## config.mk

```make
export PLATFORM = sky130hd
export DESIGN_NAME = instr_fetch_flat
export DESIGN_NICKNAME = d
export VERILOG_FILES = /design/src/rtl/instr_fetch_if.sv /design/src/rtl/instr_fetch.sv /design/src/flat_wrapper.sv
export SDC_FILE = /design/constraint.sdc
export NUM_CORES = 1
export LEC_CHECK = 0
export BUFFER_PORTS_ARGS = -buffer_cell sky130_fd_sc_hd__buf_2
export CAP_MARGIN = 20
export CORE_ASPECT_RATIO = 0.7
export CORE_MARGIN = 2
export CORE_UTILIZATION = 38
export CTS_CLUSTER_SIZE = 10
export DETAILED_ROUTE_END_ITERATION = 10
export PLACE_DENSITY = 0.75
export SLEW_MARGIN = 20
export SYNTH_ARGS = -nofsm -noshare
export SYNTH_HDL_FRONTEND = slang
export SYNTH_SLANG_ARGS = --single-unit
```

## constraint.sdc

```tcl
create_clock -name clk -period 3.9 [get_ports clk]
set_input_delay 0.585 -clock clk [delete_from_list [all_inputs] [get_ports clk]]
set_output_delay 0.585 -clock clk [all_outputs]
set_load 0.05 [all_outputs]
```

## src/rtl/instr_fetch_if.sv

```systemverilog
// ---------------------------------------------------------------------------
// instr_fetch_if
// Avalon-style instruction memory bus between the fetch unit (master) and
// the instruction memory (slave).
//   imem_address     : fetch address, always word aligned    (master -> slave)
//   imem_read        : read request                          (master -> slave)
//   imem_waitrequest : slave not ready, request must be held (slave -> master)
//   imem_readdata    : fetched word, valid when read=1 and waitrequest=0
// ---------------------------------------------------------------------------
interface instr_fetch_if;
   logic [31:0] imem_address;
   logic        imem_read;
   logic        imem_waitrequest;
   logic [31:0] imem_readdata;

   modport master (
      output imem_address,
      output imem_read,
      input  imem_waitrequest,
      input  imem_readdata
   );

   modport slave (
      input  imem_address,
      input  imem_read,
      output imem_waitrequest,
      output imem_readdata
   );
endinterface

```

## src/rtl/instr_fetch.sv

```systemverilog
// ---------------------------------------------------------------------------
// instr_fetch
// Owns the PC, fetches instructions over the instruction bus, holds the
// fetched word in the instruction register and presents it with its decode
// fields to the decoder. Branch/jump redirects take effect after one delay
// slot. Control transfer to address 0 halts the CPU until reset.
//
// Ports
//   clk              : clock, all state on rising edge
//   reset_n          : synchronous active-low reset
//   imem             : instruction bus (master side)
//   stall            : downstream not ready, hold issued instruction
//   redirect_branch  : issued instruction is a taken branch
//   branch_target    : target for redirect_branch
//   redirect_jump    : issued instruction is a jump (priority over branch)
//   jump_target      : target for redirect_jump
//   instr_valid      : instruction and fields valid this cycle
//   instr            : instruction register
//   opcode           : instr[31:26]
//   function_code    : instr[5:0]
//   b_code           : instr[20:16]
//   pc_out           : PC of the issued instruction
//   pc_plus8         : pc_out + 8 (link address)
//   active           : CPU running, 0 once halted
// ---------------------------------------------------------------------------
module instr_fetch #(
   parameter logic [31:0] RESET_VECTOR = 32'hBFC0_0000
) (
   input  logic                clk,
   input  logic                reset_n,
   instr_fetch_if.master       imem,
   input  logic                stall,
   input  logic                redirect_branch,
   input  logic [31:0]         branch_target,
   input  logic                redirect_jump,
   input  logic [31:0]         jump_target,
   output logic                instr_valid,
   output logic [31:0]         instr,
   output logic [5:0]          opcode,
   output logic [5:0]          function_code,
   output logic [4:0]          b_code,
   output logic [31:0]         pc_out,
   output logic [31:0]         pc_plus8,
   output logic                active
);

   typedef enum logic [1:0] {
      IDLE   = 2'd0,
      FETCH  = 2'd1,
      ISSUE  = 2'd2,
      HALTED = 2'd3
   } state_t;

   state_t      state_q;
   logic [31:0] pc_q;
   logic [31:0] ir_q;
   logic        delay_pending_q;
   logic [31:0] pending_target_q;
   logic        read_q;
   logic        valid_q;
   logic        active_q;

   logic [31:0] pc_d;
   logic [31:0] jump_target_d;
   logic [31:0] branch_target_d;

   // Next PC on retirement and word-aligned redirect targets.
   always_comb begin
      pc_d            = pc_q + 32'd4;
      jump_target_d   = {jump_target[31:2], 2'b00};
      branch_target_d = {branch_target[31:2], 2'b00};
      if (delay_pending_q) begin
         // Retiring the delay slot: control now moves to the saved target.
         pc_d = pending_target_q;
      end else begin
         pc_d = pc_q + 32'd4;
      end
   end

   // Fetch FSM with registered bus request, valid and active flags.
   always_ff @(posedge clk) begin
      if (!reset_n) begin
         state_q          <= IDLE;
         pc_q             <= RESET_VECTOR;
         ir_q             <= 32'd0;
         delay_pending_q  <= 1'b0;
         pending_target_q <= 32'd0;
         read_q           <= 1'b0;
         valid_q          <= 1'b0;
         active_q         <= 1'b1;
      end else begin
         case (state_q)
            IDLE: begin
               state_q <= FETCH;
               read_q  <= 1'b1;
               valid_q <= 1'b0;
            end
            FETCH: begin
               if (!imem.imem_waitrequest) begin
                  ir_q    <= imem.imem_readdata;
                  state_q <= ISSUE;
                  read_q  <= 1'b0;
                  valid_q <= 1'b1;
               end else begin
                  state_q <= FETCH;
                  read_q  <= 1'b1;
               end
            end
            ISSUE: begin
               if (!stall) begin
                  pc_q    <= pc_d;
                  valid_q <= 1'b0;
                  // Redirects seen in a delay slot are dropped.
                  if (delay_pending_q) begin
                     delay_pending_q <= 1'b0;
                  end else if (redirect_jump) begin
                     pending_target_q <= jump_target_d;
                     delay_pending_q  <= 1'b1;
                  end else if (redirect_branch) begin
                     pending_target_q <= branch_target_d;
                     delay_pending_q  <= 1'b1;
                  end else begin
                     delay_pending_q <= 1'b0;
                  end
                  // Loading PC 0 (jump to 0 or wrap-around) halts the CPU.
                  if (pc_d == 32'd0) begin
                     state_q  <= HALTED;
                     read_q   <= 1'b0;
                     active_q <= 1'b0;
                  end else begin
                     state_q <= FETCH;
                     read_q  <= 1'b1;
                  end
               end else begin
                  state_q <= ISSUE;
               end
            end
            HALTED: begin
               state_q  <= HALTED;
               read_q   <= 1'b0;
               valid_q  <= 1'b0;
               active_q <= 1'b0;
            end
            default: begin
               state_q <= IDLE;
               read_q  <= 1'b0;
               valid_q <= 1'b0;
            end
         endcase
      end
   end

   assign imem.imem_address = pc_q;
   assign imem.imem_read    = read_q;

   assign instr_valid   = valid_q;
   assign instr         = ir_q;
   assign opcode        = ir_q[31:26];
   assign function_code = ir_q[5:0];
   assign b_code        = ir_q[20:16];
   assign pc_out        = pc_q;
   assign pc_plus8      = pc_q + 32'd8;
   assign active        = active_q;

endmodule

```

## src/flat_wrapper.sv

```systemverilog
// flat-port wrapper written by rule: the top's interface ports become plain ports
module instr_fetch_flat 
#(
   parameter logic [31:0] RESET_VECTOR = 32'hBFC0_0000
)
  (clk, reset_n, stall, redirect_branch, branch_target, redirect_jump, jump_target, instr_valid, instr, opcode, function_code, b_code, pc_out, pc_plus8, active, imem_imem_address, imem_imem_read, imem_imem_waitrequest, imem_imem_readdata);
  instr_fetch_if imem_i ();
  input  logic clk;
  input  logic reset_n;
  input  logic stall;
  input  logic redirect_branch;
  input  logic [31:0] branch_target;
  input  logic redirect_jump;
  input  logic [31:0] jump_target;
  output logic instr_valid;
  output logic [31:0] instr;
  output logic [5:0] opcode;
  output logic [5:0] function_code;
  output logic [4:0] b_code;
  output logic [31:0] pc_out;
  output logic [31:0] pc_plus8;
  output logic active;
  output wire logic [$bits(imem_i.imem_address)-1:0] imem_imem_address;
  output wire logic [$bits(imem_i.imem_read)-1:0] imem_imem_read;
  input wire logic [$bits(imem_i.imem_waitrequest)-1:0] imem_imem_waitrequest;
  input wire logic [$bits(imem_i.imem_readdata)-1:0] imem_imem_readdata;
  assign imem_imem_address = imem_i.imem_address;
  assign imem_imem_read = imem_i.imem_read;
  assign imem_i.imem_waitrequest = imem_imem_waitrequest;
  assign imem_i.imem_readdata = imem_imem_readdata;
  instr_fetch #(.RESET_VECTOR(RESET_VECTOR)) u_core (.clk(clk), .reset_n(reset_n), .imem(imem_i), .stall(stall), .redirect_branch(redirect_branch), .branch_target(branch_target), .redirect_jump(redirect_jump), .jump_target(jump_target), .instr_valid(instr_valid), .instr(instr), .opcode(opcode), .function_code(function_code), .b_code(b_code), .pc_out(pc_out), .pc_plus8(pc_plus8), .active(active));
endmodule
```

### Yosys cells after proc, flatten, opt, wreduce, memory -nomap -nowiden

Index checks and enable logic that the tools add are counted.

* memories: 0
* logic and storage cells: 49
* latch bits: 0
* bits in registers: 102
* bits in read-only memories: 0
* output and inout port bits: 148
* RAM bits: 0

* mux-type cells: 20
* $lt $le $gt $ge: 0
* add/sub/neg operators: 2
* reduce and logical (&&, ||, !) cells: 10
* equality and inequality tests: 6
* shift-type cells: 0
* multiply operators: 0
* bitwise logic cells: 3
* div/mod/pow operators: 0

Operators by type and width (number)
* $mux 32: 3
* $add 32x3->32 const B: 1
* $add 32x4->32 const B: 1
* $logic_not 32->1: 1
* $mux 1: 10
* $pmux 2 s4: 1
* $mux 2: 3
* $reduce_and 2->1: 3
* $eq 2x2->1 const B: 2
* $ne 2x2->1 const B: 2
* $pmux 1 s4: 1
* $reduce_and 4->1: 1
* $reduce_bool 2->1: 2
* $not 1->1: 3
* $pmux 1 s3: 1
* $reduce_and 3->1: 1
* $eq 2x1->1 const B: 1
* $logic_not 2->1: 1
* $ne 2x1->1 const B: 1
* $pmux 1 s2: 1
* $reduce_or 2->1: 1

### Depth between registers and ports, before layout

Gate-level depths: netlist of run 1.

* word-level depth: 6
* depth in mapped cells: 10

### Worst setup path after synthesis of run 1

No wires, ideal clock.

* kind: register -> output
* start point: reg u_core.pc_q[3] (netlist: u_core.imem.imem_address[3])
* end point: out pc_plus8[25]
* arrival time: 2.980 ns
* stages on the path, launching flop included: 7
* slack: 0.335 ns
* required time: 3.315 ns
* cell sequence: dfxtp_1 -> ha_1 -> nand3_1 -> nor4_1 -> nand3_1 -> nor2_1 -> xor2_1

* word-level cells in the longest chain between the ends: 1

RTL lines
* start: declaration: line instr_fetch.sv:55 `logic [31:0] pc_q;`
* start signal: assignment: line instr_fetch.sv:111 `pc_q <= pc_d;`
* $add 32x4->32: line instr_fetch.sv:162 `assign pc_plus8 = pc_q + 32'd8;`
* end: declaration: line flat_wrapper.sv:21 `output logic [31:0] pc_plus8;`

No other way between the ends.

### Worst setup path in the final report of run 1

* start point: reg u_core.pc_q[7] (netlist: u_core.imem.imem_address[7])
* end point: out pc_plus8[25]

The elaborated chain is that of the path after synthesis.

==> flow_summary.json, run 1 <==
{
  "max_stage_delay_ps": 730,
  "coreArea_um2": 16300,
  "synth_edf_count": 0,
  "drtAntennaViolNets": 0,
  "slew_headroom_pct": 47.8,
  "via_per_inst": 5.40,
  "cts_sinks": 100,
  "numPortBuffers": 245,
  "dp_hpwl_mm": 15.0,
  "rows": 39,
  "hold_path_class": "reg -> reg",
  "p_sw_uw": 710,
  "clkLatencyLatePin_ps": 350,
  "num_io_pins": 250,
  "status": "completed",
  "gp_congestion": 0.953,
  "routed_wl_mm": 19.8,
  "dieWidth_um": 158,
  "drtIter0Drc": 618,
  "overflow": 0,
  "worst-path-max-fanout": 17,
  "period_minus_slack_ps": 3560,
  "worst_setup_path_start_kind": "register",
  "critPathKind": "reg -> out",
  "synth-seq-cells": 100,
  "synth_seq_area_share_pct": 31.5,
  "combPwrFrac_pct": 16.6,
  "synth-async-reset-ratio_pct": 0,
  "sw_frac_of_total_pct": 29.7,
  "cts_max_level": 3,
  "initial_utilization_pct": 38.8,
  "grt_pass1_wl_mm": 29.9,
  "die_y_um": 112,
  "grt_start_max_net_pins": 62,
  "drv_cap": 0,
  "syn_area_um2": 6350,
  "worst_pin_slew_ps": 782,
  "slew_violations": 0,
  "final-setup-viol-count": 0,
  "pwr-share-seq_pct": 45.1,
  "fin_crit_sh_pct": 91.3,
  "rsz0062_at_grt": "false",
  "syn_nets": 919,
  "p_leak_uw": 0.00369,
  "synth_flop_cell": "dfxtp_1",
  "cp_cell_sequence": "nand4_1 > nor4_1 > nand3_1 > nor2_1 > xor2_1 > buf_2",
  "end_kind": "primary output",
  "drc": 0,
  "wl_per_cell_um": 16.5,
  "firstDrtPassIters": 6,
  "num_antenna_cells": 0,
  "ir_worst_vdd_uv": 200,
  "grt_pass1_vias": 5519,
  "worst_path_max_delay_cell": "dfxtp_1",
  "crit_required_ps": 3310,
  "antenna_found_initial": 0,
  "crit_family": "simple AND/OR/NAND/NOR gates",
  "path_buf_inv": 1,
  "vias": 6493,
  "clk_path_buf_depth": 2,
  "fin_skew_ps": 6.36,
  "arrival_ps": 2980,
  "syn_area_per_cell_um2": 7.79,
  "grt_usage_pct": 21.4,
  "setup_tns_ps": 0,
  "cts_buffers": 9,
  "ys_warn_count": 0,
  "pwr_density_cell_nw_per_um2": 312,
  "cts_resized": 0,
  "dieArea_um2": 17800,
  "cts_tree": "built",
  "fmax_mhz": 281,
  "area_growth_pct": 20.8,
  "syn_inst": 815,
  "finalNetCount": 1076,
  "internal-power_uw": 1680,
  "drive_above_1_share_pct": 30.3,
  "synth_cell_types": 57,
  "fillers": 1615,
  "clkTransAtPathRegs_ps": 70,
  "hold_viol": 0,
  "cts-root-buf": "clkbuf_16",
  "cts_hold_buf": 0,
  "finalPower_uw": 2390,
  "post-cts-setup-buffer-count": 0,
  "power_frac_clock_pct": 38.3
}
## worst min-delay path: stages (launching register included)
cell and delay (ps):
dfxtp_1 310, nand2_1 40, a21boi_0 60
## power groups by stage
stage | registers (uW) | clock network [uW] | logic (uW)
final | 1080 | 916 | 398
after global placement | 1100 | 0 | 395
after global routing | 1080 | 976 | 427
after floorplan | 1170 | 0 | 219
after CTS | 1080 | 935 | 400
after detailed placement | 1100 | 0 | 399
## per-layer routing
layer	global-route usage (%)	part of all wire, %	vias to the layer above
li1	-	-	3144
met1	33.3	47	3021
met2	30.9	43	316
met3	3.86	9.6	12
met4	3.96	0.67	0
met5	0	0	-
## final timing paths
kind                          startpoint                    end  slack, ps  cells after the start
max          u_core.imem.imem_address[7]           pc_plus8[25]        340                      6
min                     u_core.instr[21]       u_core.instr[21]        460                      2
max reg2reg  u_core.imem.imem_address[7]  u_core.imem.imem_read        440                      8
min reg2reg             u_core.instr[21]       u_core.instr[21]        460                      2
## final cells by class
class                           count  area (um2)  area share, %
Clock inverter                      6        71.3          0.930
Tap cell                          225         282           3.67
Clock buffer                       10         229           2.99
Inverter                            6        22.5          0.294
Timing Repair Buffer              270        1410           18.4
Multi-Input combinational cell    585        3650           47.6
Sequential cell                   100        2000           26.1
## synthesized netlist by cell type (11+ instances only)
library cell / instances / share of area [%]
a21boi_0: 42 / 5.0
a21oi_1: 14 / 1.1
buf_4: 56 / 6.6
clkbuf_1: 57 / 3.4
dfxtp_1: 100 / 32
mux2i_1: 34 / 5.4
nand2_1: 152 / 9.0
nand3_1: 27 / 2.1
nand4_1: 18 / 1.8
nor2_1: 43 / 2.5
nor3_1: 22 / 1.7
nor4_1: 11 / 1.1
o211a_1: 31 / 4.9
o21ai_0: 30 / 2.4
xnor2_1: 28 / 3.9
xor2_1: 17 / 2.3
## sequential cells by signal (all words and copies together) (netlist names)
| name | flops |
|---|---|
| u_core.instr | 32 |
| u_core.delay_pending_q | 1 |
| u_core.imem.imem_address | 32 |
| u_core.imem.imem_read | 1 |
| u_core.state_q | 2 |
| u_core.active | 1 |
| u_core.pending_target_q | 30 |
| u_core.instr_valid | 1 |
## placed cells by master (no fill, tap or decap), types with 6 or more instances in the layout
cell and instances:
buf_2 245, nand2_1 152, dfxtp_1 100, nor2_1 43
a21boi_0 42, mux2i_1 34, o211a_1 31, o21ai_0 30
xnor2_1 28, nand3_1 27, buf_4 25, nor3_1 20
nand4_1 18, xor2_1 17, a21oi_1 14, nor4_1 11
and4_1 10, and2_1 10, and3_1 9, a31oi_1 9
clkbuf_16 9, a22oi_1 8, inv_1 6, o22ai_1 6
## metrics by stage
| step | hold slack [ps] | utilization [%] | cells | instance area, um2 | setup slack, ps |
|---|---|---|---|---|---|
| floorplan | 464 | - | 815 | 6350 | 335 |
| global placement | 451 | 45.1 | 1186 | 7370 | 562 |
| detailed placement | 455 | 45.1 | 1186 | 7370 | 509 |
| CTS | 466 | 46.9 | 1202 | 7670 | 406 |
| global route | 479 | 46.9 | 1202 | 7670 | 158 |
| finish | 463 | 46.9 | 1202 | 7670 | 338 |
## kinds of logic (layout without fill, tap and decap cells)
family | after synthesis | count (layout) | synth area share (%)
AOI/OAI and AO/OA | 169 | 169 | 19.6
xor gates and xnor gates | 45 | 45 | 6.21
adders and majority gates | 2 | 2 | 0.394
buffers and inverters | 130 | 292 | 11.2
DFF | 100 | 100 | 31.5
muxes | 34 | 34 | 5.36
and+or+nand+nor | 335 | 335 | 25.8
(Power assumes the default switching activity.)
==> inputs of run 2 (changes only) <==
--- a/config.mk
+++ b/config.mk
@@ -12,7 +12,7 @@
 export CORE_UTILIZATION = 38
 export CTS_CLUSTER_SIZE = 10
 export DETAILED_ROUTE_END_ITERATION = 10
-export PLACE_DENSITY = 0.75
+export PLACE_DENSITY_LB_ADDON = 0.05
 export SLEW_MARGIN = 20
 export SYNTH_ARGS = -nofsm -noshare
 export SYNTH_HDL_FRONTEND = slang
==> flow_summary.json, run 2 (synthesized netlist as in run 1, its figures left out) <==
{
  "drc": 0,
  "rsz0062_at_grt": "false",
  "status": "completed",
  "finalNetCount": 1083,
  "clkTransAtPathRegs_ps": 80,
  "numPortBuffers": 245,
  "p_leak_uw": 0.00373,
  "slew_headroom_pct": 33.6,
  "worst_setup_path_start_kind": "register",
  "coreArea_um2": 16300,
  "clkLatencyLatePin_ps": 350,
  "grt_start_max_net_pins": 62,
  "pre_cts_ws_ps": 562,
  "num_io_pins": 250,
  "post-cts-setup-buffer-count": 0,
  "critPathKind": "reg -> reg",
  "placed_cell_area_um2": 7420,
  "final-setup-viol-count": 0,
  "drive_above_1_share_pct": 30.8,
  "setup_tns_ps": 0,
  "cts_max_level": 3,
  "initial_utilization_pct": 38.8,
  "hold_viol": 0,
  "cts_buffers": 9,
  "area_growth_pct": 21.8,
  "worst_pin_slew_ps": 996,
  "wl_per_cell_um": 16.5,
  "antenna_found_initial": 0,
  "cts-root-buf": "clkbuf_16",
  "fin_crit_sh_pct": 86.5,
  "vias": 6272,
  "drv_cap": 0,
  "die_y_um": 112,
  "num_antenna_cells": 0,
  "dp_hpwl_mm": 14.9,
  "crit_required_ps": 4130,
  "pwr_density_cell_nw_per_um2": 312,
  "end_kind": "register",
  "cts_resized": 0,
  "final_common_cell": "buf_2",
  "rrSetupSlack_ps": 530,
  "dieArea_um2": 17800,
  "cts_hold_buf": 0,
  "arrival_ps": 3610,
  "worst-path-max-fanout": 12,
  "slew_violations": 0,
  "via_per_inst": 5.19,
  "fin_skew_ps": 11.6,
  "rows": 39,
  "dieWidth_um": 158,
  "cts_sinks": 100,
  "drtAntennaViolNets": 0,
  "ir_worst_vdd_uv": 253,
  "overflow": 0,
  "instances_no_fill": 1208,
  "clk_path_buf_depth": 2,
  "layout_common_cells": "245 x buf_2, 152 x nand2_1, 100 x dfxtp_1",
  "final.setup.worst_slack_ps": 526,
  "firstDrtPassIters": 5,
  "drtIter0Drc": 468,
  "routed_wl_mm": 20.0,
  "cts_tree": "built",
  "hold_path_class": "reg -> reg",
  "stdcell_area_um2": 7730,
  "grt_pass1_wl_mm": 30.3,
  "dp_cells": 1193,
  "fmax_mhz": 296,
  "period_minus_slack_ps": 3370,
  "grt_usage_pct": 21.8,
  "finalPower_uw": 2410,
  "gp_congestion": 0.895,
  "grt_pass1_vias": 5346
}
## run 2: layout make-up
cell class,instances,area [um2]
fillers,1729,8620
multi-input cells,585,3650
flip-flops and latches,100,2000
repair buffers,277,1470
well taps,225,282
clock buffers,9,225
clock inverters,6,83.8
inverters,6,22.5
## run 2: where the power goes
group | internal, uW | switching [uW]
sequential | 1050 | 30.1
combinational | 127 | 265
clock | 509 | 427
## run 2: path summary, 6_finish.rpt
check | from | end | cells past startpoint
setup / recovery | u_core.imem.imem_address[10] | u_core.imem.imem_read | 8
hold reg to reg | u_core.instr[13] | u_core.instr[13] | 2
setup reg to reg | u_core.imem.imem_address[10] | u_core.imem.imem_read | 8
hold / removal | u_core.instr[13] | u_core.instr[13] | 2
## run 2: stage by stage
step | hold slack [ps] | utilization (%)
2_1_floorplan | 464 | -
3_3_place_gp | 451 | 45.4
3_5_place_dp | 453 | 45.4
4_1_cts | 463 | 47.3
5_1_grt | 473 | 47.3
6_report | 457 | 47.3
## run 2: critical path, cell delays in order (launching register included)
cell	delay, ps
dfxtp_1	590
nand4_1	310
or3_1	450
or4_4	430
o22ai_1	270
a21oi_1	120
or4b_4	560
nor3_1	390
a31oi_1	130
## run 2: per-layer routing
layer | GRT usage, % | wire length, um | vias up
met5 | 0 | 0 | -
met4 | 4.38 | 197 | 0
met3 | 4.56 | 1570 | 15
met2 | 28.4 | 7620 | 256
met1 | 35.9 | 10600 | 2849
li1 | - | - | 3152
==> inputs of run 3 (changes only) <==
--- a/config.mk
+++ b/config.mk
@@ -7,7 +7,6 @@
 export LEC_CHECK = 0
 export BUFFER_PORTS_ARGS = -buffer_cell sky130_fd_sc_hd__buf_2
 export CAP_MARGIN = 20
-export CORE_ASPECT_RATIO = 0.7
 export CORE_MARGIN = 2
 export CORE_UTILIZATION = 38
 export CTS_CLUSTER_SIZE = 10
==> flow_summary.json, run 3 (synthesized netlist as in run 1, its figures left out) <==
{
  "setup_tns_ps": 0,
  "grt_start_max_net_pins": 54,
  "period_minus_slack_ps": 3490,
  "finalNetCount": 1079,
  "finalPower_uw": 2440,
  "grt_pass1_wl_mm": 31.5,
  "coreArea_um2": 16500,
  "fin_skew_ps": 7.37,
  "rows": 47,
  "cts_max_level": 3,
  "cts_hold_buf": 0,
  "gp_congestion": 0.834,
  "pwr_density_cell_nw_per_um2": 316,
  "num_antenna_cells": 0,
  "final_common_cell": "buf_2",
  "routed_wl_mm": 19.4,
  "dieWidth_um": 133,
  "wl_per_cell_um": 16.2,
  "rsz0062_at_grt": "false",
  "power_frac_clock_pct": 39.8,
  "p_sw_uw": 680,
  "ir_worst_vdd_uv": 193,
  "dieArea_um2": 17800,
  "antenna_found_initial": 0,
  "clkTransAtPathRegs_ps": 70,
  "slew_headroom_pct": 43.5,
  "post-cts-setup-buffer-count": 0,
  "hold_viol": 0,
  "die_y_um": 133,
  "critPathKind": "reg -> reg",
  "combPwrFrac_pct": 15.9,
  "fmax_mhz": 287,
  "arrival_ps": 3710,
  "layout_common_cells": "245 x buf_2, 152 x nand2_1, 100 x dfxtp_1",
  "firstDrtPassIters": 5,
  "drc": 0,
  "hold_path_class": "reg -> reg",
  "worst_pin_slew_ps": 847,
  "clk_path_buf_depth": 2,
  "drive_above_1_share_pct": 30.5,
  "clkLatencyLatePin_ps": 350,
  "instances_no_fill": 1200,
  "drv_cap": 0,
  "cts_sinks": 100,
  "dp_hpwl_mm": 14.4,
  "stdcell_area_um2": 7720,
  "final_util_pct": 46.9,
  "p_leak_uw": 0.00372,
  "initial_utilization_pct": 38.6,
  "cts-root-buf": "clkbuf_16",
  "dp_cells": 1184,
  "cts_resized": 0,
  "slew_violations": 0,
  "via_per_inst": 5.22,
  "sw_frac_of_total_pct": 27.9,
  "numPortBuffers": 245,
  "num_io_pins": 250,
  "cts_buffers": 9,
  "worst-path-max-fanout": 10,
  "vias": 6268,
  "status": "completed",
  "crit_required_ps": 4120,
  "cts_tree": "built",
  "drtAntennaViolNets": 0,
  "final-setup-viol-count": 0,
  "grt_pass1_vias": 5802,
  "area_growth_pct": 21.7,
  "overflow": 0,
  "worst_setup_path_start_kind": "register",
  "internal-power_uw": 1760,
  "grt_usage_pct": 22.0,
  "placed_cell_area_um2": 7400,
  "fin_crit_sh_pct": 89.4,
  "pwr-share-seq_pct": 44.3,
  "end_kind": "register",
  "drtIter0Drc": 359
}
run 3: worst paths after layout:
| kind | startpoint | endpoint | slack [ps] | cells after the start |
|---|---|---|---|---|
| setup / recovery | u_core.imem.imem_address[3] | u_core.imem.imem_read | 410 | 9 |
| hold reg to reg | u_core.instr[14] | u_core.instr[14] | 460 | 2 |
| setup reg to reg | u_core.imem.imem_address[3] | u_core.imem.imem_read | 410 | 9 |
| hold / removal | u_core.instr[14] | u_core.instr[14] | 460 | 2 |
run 3: layout make-up:
| type | count | area (um2) |
|---|---|---|
| multi-input combinational | 585 | 3650 |
| sequential | 100 | 2000 |
| fill | 1759 | 8740 |
| timing repair buffer | 273 | 1450 |
| clock buffer | 11 | 243 |
| inverter | 6 | 22.5 |
| clock inverter | 5 | 85.1 |
| tap | 220 | 275 |
run 3: stage by stage:
stage | hold WS, ps | setup slack, ps
after global routing | 478 | 177
after floorplan | 464 | 335
final | 463 | 413
after detailed placement | 457 | 451
after CTS | 466 | 422
after global placement | 451 | 488
run 3: per-layer routing:
| metal | wire length, um | GRT usage (%) | vias up | share of wire [%] |
|---|---|---|---|---|
| li1 | - | - | 3151 | - |
| met1 | 8850 | 30.0 | 2876 | 46 |
| met2 | 9090 | 36.1 | 220 | 47 |
| met3 | 1150 | 4.00 | 21 | 5.9 |
| met4 | 291 | 5.32 | 0 | 1.5 |
| met5 | 0 | 0 | - | 0 |
run 3: worst max-delay path, stage by stage, from the launching register on:
cell     delay (ps)
dfxtp_1         480
ha_1            380
nand4_4         200
or3_1           510
or4_4           470
o22ai_1         190
a21oi_1         110
or4b_4          550
nor3_1          350
a31oi_1         130
run 3: power by group through the flow:
stage	Combinational, uW	Clock (uW)	Sequential [uW]
2_1_floorplan	219	0	1170
3_3_place_gp	392	0	1100
3_5_place_dp	392	0	1100
4_1_cts	393	999	1080
5_1_grt	421	1040	1090
6_report	388	971	1080
